File: config.mk
export PLATFORM = sky130hd
export DESIGN_NAME = umstr_axil_reg_if_rd_pipe
export DESIGN_NICKNAME = d
export VERILOG_FILES = /design/src/rtl/umstr_axil_pkg.sv /design/src/rtl/umstr_axil_rd_resp_fifo.sv /design/src/rtl/umstr_axil_reg_if_rd_pipe.sv
export SDC_FILE = /design/constraint.sdc
export NUM_CORES = 1
export LEC_CHECK = 0
export CAP_MARGIN = 10
export CORE_UTILIZATION = 46
export CTS_CLUSTER_DIAMETER = 40
export DETAILED_ROUTE_END_ITERATION = 10
export GPL_TIMING_DRIVEN = 0
export PLACE_DENSITY = 0.73
export SLEW_MARGIN = 20
export SYNTH_ARGS = -nofsm -noshare
export SYNTH_HDL_FRONTEND = slang
export SYNTH_SLANG_ARGS = --single-unit
File: constraint.sdc
create_clock -name clk -period 4.5 [get_ports clk]
set_clock_uncertainty 0.2 [all_clocks]
set_input_delay 0.45 -clock clk [delete_from_list [all_inputs] [get_ports clk]]
set_output_delay 0.45 -clock clk [all_outputs]
set_load 0.005 [all_outputs]
File: src/rtl/umstr_axil_pkg.sv
// Shared AXI-lite read-path definitions: response codes and access FSM encoding.
// No logic; types and constants only.
// No flow control; consumers own their handshakes.
package umstr_axil_pkg;

    localparam logic [1:0] RESP_OKAY   = 2'b00;
    localparam logic [1:0] RESP_SLVERR = 2'b10;

    typedef enum logic {
        ST_IDLE   = 1'b0,
        ST_ACCESS = 1'b1
    } rd_state_t;

endpackage

File: src/rtl/umstr_axil_rd_resp_fifo.sv
// Response FIFO for the AXI-lite read path, head visible combinationally.
// Latency: a write is visible at the head the cycle after the push.
// Backpressure: writes while full are dropped; the producer must check count.
module umstr_axil_rd_resp_fifo #(
    parameter int WIDTH = 34,
    parameter int DEPTH = 4
) (
    input  logic                       clk,
    input  logic                       rst,
    input  logic                       wr_en,
    input  logic [WIDTH-1:0]           wr_dat,
    input  logic                       rd_en,
    output logic [WIDTH-1:0]           rd_dat,
    output logic [$clog2(DEPTH):0]     count
);

    localparam int AW = $clog2(DEPTH);
    localparam int CW = AW + 1;

    logic [WIDTH-1:0] mem [DEPTH];
    logic [AW-1:0]    wr_ptr;
    logic [AW-1:0]    rd_ptr;
    logic             do_wr;
    logic             do_rd;

    assign do_wr  = wr_en && (count != CW'(DEPTH));
    assign do_rd  = rd_en && (count != '0);
    assign rd_dat = mem[rd_ptr];

    // Pointers wrap naturally because DEPTH is a power of two.
    always_ff @(posedge clk) begin
        if (rst) begin
            wr_ptr <= '0;
            rd_ptr <= '0;
            count  <= '0;
        end else begin
            if (do_wr) wr_ptr <= wr_ptr + 1'b1;
            if (do_rd) rd_ptr <= rd_ptr + 1'b1;
            case ({do_wr, do_rd})
                2'b10:   count <= count + 1'b1;
                2'b01:   count <= count - 1'b1;
                default: count <= count;
            endcase
        end
    end

    always_ff @(posedge clk) begin
        if (do_wr) mem[wr_ptr] <= wr_dat;
    end

endmodule

File: src/rtl/umstr_axil_reg_if_rd_pipe.sv
// AXI-lite read slave bridging to a simple register read port with timeout.
// Latency: AR accepted in N -> reg_rd_en in N+1; ack in N+1 -> rvalid in N+2.
// Backpressure: R stalls are absorbed by the response FIFO; arready drops only when it is full.
module umstr_axil_reg_if_rd_pipe
    import umstr_axil_pkg::*;
#(
    parameter int         DATA_WIDTH   = 32,
    parameter int         ADDR_WIDTH   = 32,
    parameter int         TIMEOUT      = 4,
    parameter int         RESP_DEPTH   = 4,
    parameter logic [1:0] TIMEOUT_RESP = 2'b10
) (
    input  logic                  clk,
    input  logic                  rst,
    input  logic [ADDR_WIDTH-1:0] s_axil_araddr,
    input  logic [2:0]            s_axil_arprot,
    input  logic                  s_axil_arvalid,
    output logic                  s_axil_arready,
    output logic [DATA_WIDTH-1:0] s_axil_rdata,
    output logic [1:0]            s_axil_rresp,
    output logic                  s_axil_rvalid,
    input  logic                  s_axil_rready,
    output logic [ADDR_WIDTH-1:0] reg_rd_addr,
    output logic                  reg_rd_en,
    input  logic [DATA_WIDTH-1:0] reg_rd_data,
    input  logic                  reg_rd_wait,
    input  logic                  reg_rd_ack,
    output logic                  stat_timeout
);

    localparam int CNT_W = $clog2(TIMEOUT) + 1;
    localparam int FC_W  = $clog2(RESP_DEPTH) + 1;
    localparam int RSP_W = DATA_WIDTH + 2;

    rd_state_t         state;
    rd_state_t         state_nxt;
    logic [CNT_W-1:0]  tmo_cnt;
    logic [FC_W-1:0]   fifo_count;
    logic [RSP_W-1:0]  fifo_head;
    logic [RSP_W-1:0]  push_dat;
    logic              push;
    logic              ar_hs;
    logic              rd_pop;
    logic              unused_arprot;

    assign unused_arprot  = ^s_axil_arprot;
    assign s_axil_arready = (state == ST_IDLE) && (fifo_count < FC_W'(RESP_DEPTH));
    assign ar_hs          = s_axil_arvalid && s_axil_arready;
    assign reg_rd_en      = (state == ST_ACCESS);

    // Ack is checked first so a late ack on the last budget cycle still returns OKAY.
    always_comb begin
        state_nxt    = state;
        push         = 1'b0;
        push_dat     = {reg_rd_data, RESP_OKAY};
        stat_timeout = 1'b0;
        case (state)
            ST_IDLE: begin
                if (ar_hs) state_nxt = ST_ACCESS;
            end
            ST_ACCESS: begin
                if (reg_rd_ack) begin
                    push      = !rst;
                    state_nxt = ST_IDLE;
                end else if (tmo_cnt == '0) begin
                    push         = !rst;
                    push_dat     = {{DATA_WIDTH{1'b0}}, TIMEOUT_RESP};
                    stat_timeout = !rst;
                    state_nxt    = ST_IDLE;
                end
            end
            default: state_nxt = ST_IDLE;
        endcase
    end

    always_ff @(posedge clk) begin
        if (rst) begin
            state   <= ST_IDLE;
            tmo_cnt <= '0;
        end else begin
            state <= state_nxt;
            if (ar_hs) begin
                tmo_cnt <= CNT_W'(TIMEOUT - 1);
            end else if ((state == ST_ACCESS) && !reg_rd_wait && (tmo_cnt != '0)) begin
                tmo_cnt <= tmo_cnt - 1'b1;
            end
        end
    end

    always_ff @(posedge clk) begin
        if (ar_hs) reg_rd_addr <= s_axil_araddr;
    end

    assign rd_pop                       = s_axil_rvalid && s_axil_rready;
    assign s_axil_rvalid                = (fifo_count != '0);
    assign {s_axil_rdata, s_axil_rresp} = fifo_head;

    umstr_axil_rd_resp_fifo #(
        .WIDTH (RSP_W),
        .DEPTH (RESP_DEPTH)
    ) u_resp_fifo (
        .clk    (clk),
        .rst    (rst),
        .wr_en  (push),
        .wr_dat (push_dat),
        .rd_en  (rd_pop),
        .rd_dat (fifo_head),
        .count  (fifo_count)
    );

endmodule

==> results of run 1 <==
power breakdown:
group	leakage (nW)	internal (mW)	switching, mW
clock network	0.283	0.867	0.591
registers	1.61	1.86	0.0211
logic	1.09	0.300	0.188
logic make-up (layout without fill, tap and decap cells):
kind of cell,Yosys count,count (layout)
simple gates,57,57
other cells,1,1
buf+inv,25,199
flops,177,177
xor+xnor,4,4
compound gates,13,13
fa+ha+maj,8,8
mux,35,35
final cells by class:
type                            count  area share
Inverter                           11     0.00475
Buffer                             14     0.00867
Timing Repair Buffer              142       0.164
Tap cell                          180      0.0252
Clock buffer                       17      0.0475
Sequential cell                   177       0.579
Clock inverter                     15      0.0189
Multi-Input combinational cell    118       0.151
tightest hold or removal path, cell delays in order (launching register included):
cell	delay, ns
dfxtp_1	0.31
o21ai_0	0.07
a31oi_1	0.08
how the worst max path moves through the flow:
| stage | startpoint | to | depth (start not counted) |
|---|---|---|---|
| after floorplan | tmo_cnt[0] | u_resp_fifo.count[2] | 11 |
| after global placement | rst | u_resp_fifo.mem[3][16] | 4 |
| after detailed placement | reg_rd_ack | stat_timeout | 6 |
| after CTS | tmo_cnt[0] | stat_timeout | 8 |
| after global routing | tmo_cnt[0] | stat_timeout | 8 |
| final | tmo_cnt[0] | stat_timeout | 8 |
sequential cells by signal, indices dropped and copies added (netlist names), named ones only:
name / flops
tmo_cnt: 3
reg_rd_en: 1
reg_rd_addr: 32
u_resp_fifo.wr_ptr: 2
u_resp_fifo.count: 3
u_resp_fifo.rd_ptr: 2
u_resp_fifo.mem: 132
placed cells by master (no fill, tap or decap), drive strengths merged, types with 3 or more instances in the layout:
cell type,count
buf,17
clkdlybuf4s50,138
or3,4
ha,7
edfxtp,164
clkinv,11
nor2b,33
xor2,3
inv,10
clkbuf,18
and2,5
bufinv,3
dfxtp,13
o21ai,4
nor2,8
mux4,33
layer usage:
layer  vias to the layer above  track usage  part of all wire
met2                       128        0.295              0.50
met4                         0       0.0800             0.015
li1                       1576            -                 -
met1                      1734        0.209              0.40
met5                         -            0                 0
met3                        14       0.0757             0.091
==> impl_metrics.json, run 1 <==
{
  "status": "finished clean",
  "coreArea_um2": 14000,
  "final_max_slew_viol_count": 0,
  "crit_family": "buffers and inverters",
  "r2r_slack_ns": 1.82,
  "p_leak_nw": 2.98,
  "vias": 3452,
  "ys_seq_area_frac": 0.779,
  "setup_tns_ns": 0,
  "cp_slowest_stage_delay_ns": 0.52,
  "synthArstFlopShare": 0,
  "wl_per_cell_um": 18.2,
  "drt-initial-drc-count": 159,
  "critPathSlowestCell": "clkdlybuf4s50_1",
  "grt_setup_unrepaired": "false",
  "drive_above_1_share": 0.176,
  "postCtsSetupBuffers": 0,
  "synth_compound_area_frac": 0.0132,
  "num_io_pins": 143,
  "placement_rows": 43,
  "place_congestion": 0.691,
  "cts.clk_slew.worst_paths_ns": 0.06,
  "hold_viol_final": 0,
  "cts_buffer_depth": 2,
  "multi_input_area_um2": 1350,
  "root_buffer": "clkbuf_16",
  "path_cells": "inv_1 > ha_1 > nor2b_2 > and3b_1 > buf_2 > buf_2 > and2_1 > clkdlybuf4s50_1",
  "hold_depth": 2,
  "overflow": 0,
  "grt_pass1_vias": 3709,
  "relSlewSlack": 0.557,
  "diodes": 0,
  "fin_crit_ns": 3.29,
  "cp_num_buf_inv": 4,
  "worstHoldPathType": "reg2reg",
  "grt_pass1_wl_um": 19200,
  "dp.final_hpwl_um": 8140,
  "worstHoldEndpoint": "tmo_cnt[1]",
  "fmax_mhz": 304,
  "cts_resized": 0,
  "clock_sinks": 177,
  "dieArea_um2": 15000,
  "die-height_um": 122,
  "ys_warn_count": 0,
  "critPathArrivalTime_ns": 2.64,
  "fin_crit_sh": 0.730,
  "synth_common_cells": "164 x edfxtp_1, 33 x mux4_2, 32 x nor2b_1",
  "clk_latency_ns": 0.42,
  "crit_required_ns": 3.85,
  "synth_top_family_by_area": "multiplexers",
  "synth-main-ff-cell": "edfxtp_1",
  "synth_top_area_frac": 0.740,
  "yosysTopAreaCell": "edfxtp_1",
  "synth_cell_types": 36,
  "syn_inst": 320,
  "worst_hold_slack_ns": 0.312,
  "pwr_density_cell_nw_per_um2": 427,
  "syn_area_per_cell_um2": 20.8,
  "min-delay-start": "tmo_cnt[1]",
  "yosysMostFrequentCell": "edfxtp_1",
  "synthAdderAreaFrac": 0.0162,
  "placedCellCount": 642,
  "syn_area_um2": 6650,
  "r2r_cells": 11,
  "seq_area_um2": 5180,
  "worst_setup_path_end_kind": "primary output",
  "drc": 0,
  "syn_nets": 401,
  "timing_worst_setup_path_type": "reg2out",
  "drv_cap": 0,
  "nFillCells": 1001,
  "placed_cell_area_um2": 8350,
  "vdd_drop_max_mv": 0.257,
  "worstMarginPinSlew_ns": 0.664,
  "r2r_start": "tmo_cnt[0]",
  "r2r-end": "u_resp_fifo.count[2]",
  "syn_to_final_growth_pct": 34.5,
  "grt_max_degree": 35,
  "cpMostUsedCell": "buf_2",
  "utilization": 0.640,
  "cts_tree": "done",
  "synth-simple-area-share": 0.0521,
  "cts-buffers-inserted": 17,
  "setup_slack_ns": 1.21,
  "power_mw": 3.82,
  "fin_area_um2": 8950,
  "groute.usage.overall": 0.181,
  "htreeDepth": 4,
  "port_buffers": 138,
  "yosys-top-cells-area": "edfxtp_1 74%, mux4_2 11%, dfxtp_1 3.9%, nor2b_1 3.0%, ha_1 1.3%",
  "dr.pass1.iters": 4,
  "dp_slack_ns": 1.50,
  "worstSetupStartpointType": "flip-flop",
  "final_nets": 562,
  "synth_edf_count": 164,
  "layoutNonFillerInstCount": 674,
  "ys_seq_elements": 177,
  "cts_hold_buf": 0,
  "path_max_fanout": 13,
  "muxShareOfSynthArea": 0.115,
  "die_w_um": 122,
  "avgViaCountPerCell": 5.12,
  "setup_viol_count_final": 0,
  "initial_core_util": 0.476,
  "wl_um": 12300,
  "synth_xor_area_frac": 0.00527,
  "ant_nets": 0,
  "antenna_found_initial": 0
}
No activity file was read; power rests on OpenSTA's default activity.
==> inputs of run 2 (changes only) <==
PLACE_DENSITY = 0.76   (was 0.73)
clock period = 2.9 ns   (was 4.5 ns; I/O delays follow)
==> run 2 against run 1 <==
Compared with the run above:
- worst setup slack got worse by 1.0 ns
- first-iteration DRC count rose by 48%
- critical path depth fell by 4
- power rose by 56%
- cell area rose by 0.43%
- die area did not move
- utilization rose by 0.28 points
- count of clock-buffer cells in the layout did not move
- global-route usage rose by 0.21 points
- via count rose by 0.38%
- final cell count rose by 0.30%
- critical endpoint is now s_axil_rdata[29]
==> impl_metrics.json, run 2 (synthesis results as in run 1) <==
{
  "ant_nets": 0,
  "port_buffers": 138,
  "cts_tree": "done",
  "grtUsageMet2": 0.296,
  "drc": 0,
  "coreArea_um2": 14000,
  "use_met1": 0.218,
  "dp_slack_ns": 0.190,
  "fin_crit_sh": 0.933,
  "grtUsageMet3": 0.0790,
  "cts_hold_buf": 0,
  "busiest_layer": "met2",
  "setup_slack_ns": 0.195,
  "placed_cell_area_um2": 8350,
  "reg_top3": "u_resp_fifo.mem x132, reg_rd_addr x32",
  "final_nets": 564,
  "critPathSlowestCell": "mux4_2",
  "cts_buffer_depth": 2,
  "worstSetupStartpointType": "flip-flop",
  "overflow": 0,
  "worstHoldEndpoint": "reg_rd_addr[30]",
  "cts-buffers-inserted": 17,
  "r2r-end": "u_resp_fifo.count[2]",
  "r2r_start": "tmo_cnt[0]",
  "pwr_density_cell_nw_per_um2": 662,
  "worstMarginPinSlew_ns": 0.671,
  "path_cells": "buf_2 > buf_4 > mux4_2 > clkdlybuf4s50_1",
  "groute.usage.overall": 0.183,
  "cp_slowest_stage_delay_ns": 0.52,
  "worstHoldPathType": "in2reg",
  "cts.clk_slew.worst_paths_ns": 0.06,
  "layout_commonest_cell": "edfxtp_1",
  "utilization": 0.642,
  "cp_num_buf_inv": 3,
  "root_buffer": "clkbuf_16",
  "dieArea_um2": 15000,
  "path_max_fanout": 10,
  "hold_viol_final": 0,
  "r2r_slack_ns": 0.26,
  "wl_per_cell_um": 18.7,
  "dr.pass1.iters": 4,
  "drt-initial-drc-count": 236,
  "final_max_slew_viol_count": 0,
  "timing_worst_setup_path_type": "reg2out",
  "grt_pass1_wl_um": 19600,
  "syn_to_final_growth_pct": 35.1,
  "status": "finished clean",
  "initial_core_util": 0.476,
  "fin_area_um2": 8990,
  "die-height_um": 122,
  "vdd_drop_max_mv": 0.352,
  "wl_um": 12700,
  "grt_setup_unrepaired": "false",
  "setup_viol_count_final": 0,
  "layoutNonFillerInstCount": 676,
  "min-delay-start": "s_axil_araddr[30]",
  "dp.final_hpwl_um": 8480,
  "p_leak_nw": 3.00,
  "r2r_cells": 11,
  "grt_max_degree": 35,
  "htreeDepth": 4,
  "crit_family": "buffers and inverters",
  "clk_latency_ns": 0.42,
  "critPathArrivalTime_ns": 2.22,
  "placedCellCount": 642,
  "largest_reg_flops": 132,
  "diodes": 0,
  "power_mw": 5.95,
  "crit_required_ns": 2.41,
  "die_w_um": 122,
  "relSlewSlack": 0.552,
  "top_register": "u_resp_fifo.mem",
  "antenna_found_initial": 0,
  "placement_rows": 43,
  "grt_pass1_vias": 3763,
  "drv_cap": 0,
  "nFillCells": 981,
  "worst_setup_path_end_kind": "primary output",
  "place_congestion": 0.704,
  "num_io_pins": 143,
  "drive_above_1_share": 0.188,
  "fin_crit_ns": 2.71,
  "hold_depth": 1,
  "clock_sinks": 177,
  "fmax_mhz": 370,
  "layout_common_cells": "164 x edfxtp_1, 137 x clkdlybuf4s50_1, 33 x mux4_2, 32 x nor2b_1, 17 x clkbuf_16",
  "vias": 3465,
  "avgViaCountPerCell": 5.13
}
-- run 2: layout make-up --
class	instances	area [um^2]	area share
sequential	177	5180	0.577
timing repair buffer	144	1480	0.165
multi-input combinational	118	1360	0.151
clock buffer	17	425	0.0473
tap	180	225	0.0251
clock inverter	15	169	0.0188
buffer	14	98.8	0.0110
inverter	11	42.5	0.00473
-- run 2: layer usage --
layer	routed length, um	up-vias
met1	5110	1723
met4	157	0
met3	1200	14
met5	0	-
li1	-	1585
met2	6190	143
-- run 2: per-stage QoR --
stage	setup TNS (ns)	hold slack, ns
CTS	0	0.207
detailed placement	0	0.305
finish	0	0.224
floorplan	0	0.189
global placement	-33.23	0.280
global route	0	0.205
-- run 2: worst max path at each step --
stage               startpoint                      to  slack, ns  depth (start not counted)
floorplan           tmo_cnt[0]    u_resp_fifo.count[2]       0.43                         11
detailed placement  tmo_cnt[0]            stat_timeout       0.19                          8
finish               flip-flop        s_axil_rdata[29]       0.19                          4
global placement           rst  u_resp_fifo.mem[0][18]      -0.27                          4
global route         flip-flop        s_axil_rdata[29]       0.05                          4
CTS                 tmo_cnt[0]            stat_timeout      0.004                          8
-- run 2: what timing repair did --
action	4_1_cts	5_1_grt
cloned	0	0
pin swaps	0	0
buffers inserted	0	2
resized for setup	5	4
setup endpoints to repair	1	1
-- run 2: report_power, final --
part | internal [mW] | total (mW) | switching [mW]
Combinational | 0.472 | 0.765 | 0.293
Clock | 1.35 | 2.27 | 0.925
Sequential | 2.88 | 2.92 | 0.0336
-- run 2: worst reg2reg max path, delay by kind of cell (launching register included) --
kind	cells	cell delay, ns
AOI/OAI and AO/OA	2	0.42
buffers and inverters	3	0.23
xor gates and xnor gates	1	0.17
DFF	1	0.35
adders and majority gates	3	0.76
and+or+nand+nor	2	0.46
==> inputs of run 3 (changes only) <==
ABC_CLOCK_PERIOD_IN_PS = 2900   (was default)
==> results of run 3 <==
The final DEF is identical to that of run 2; final timing and power are the same.
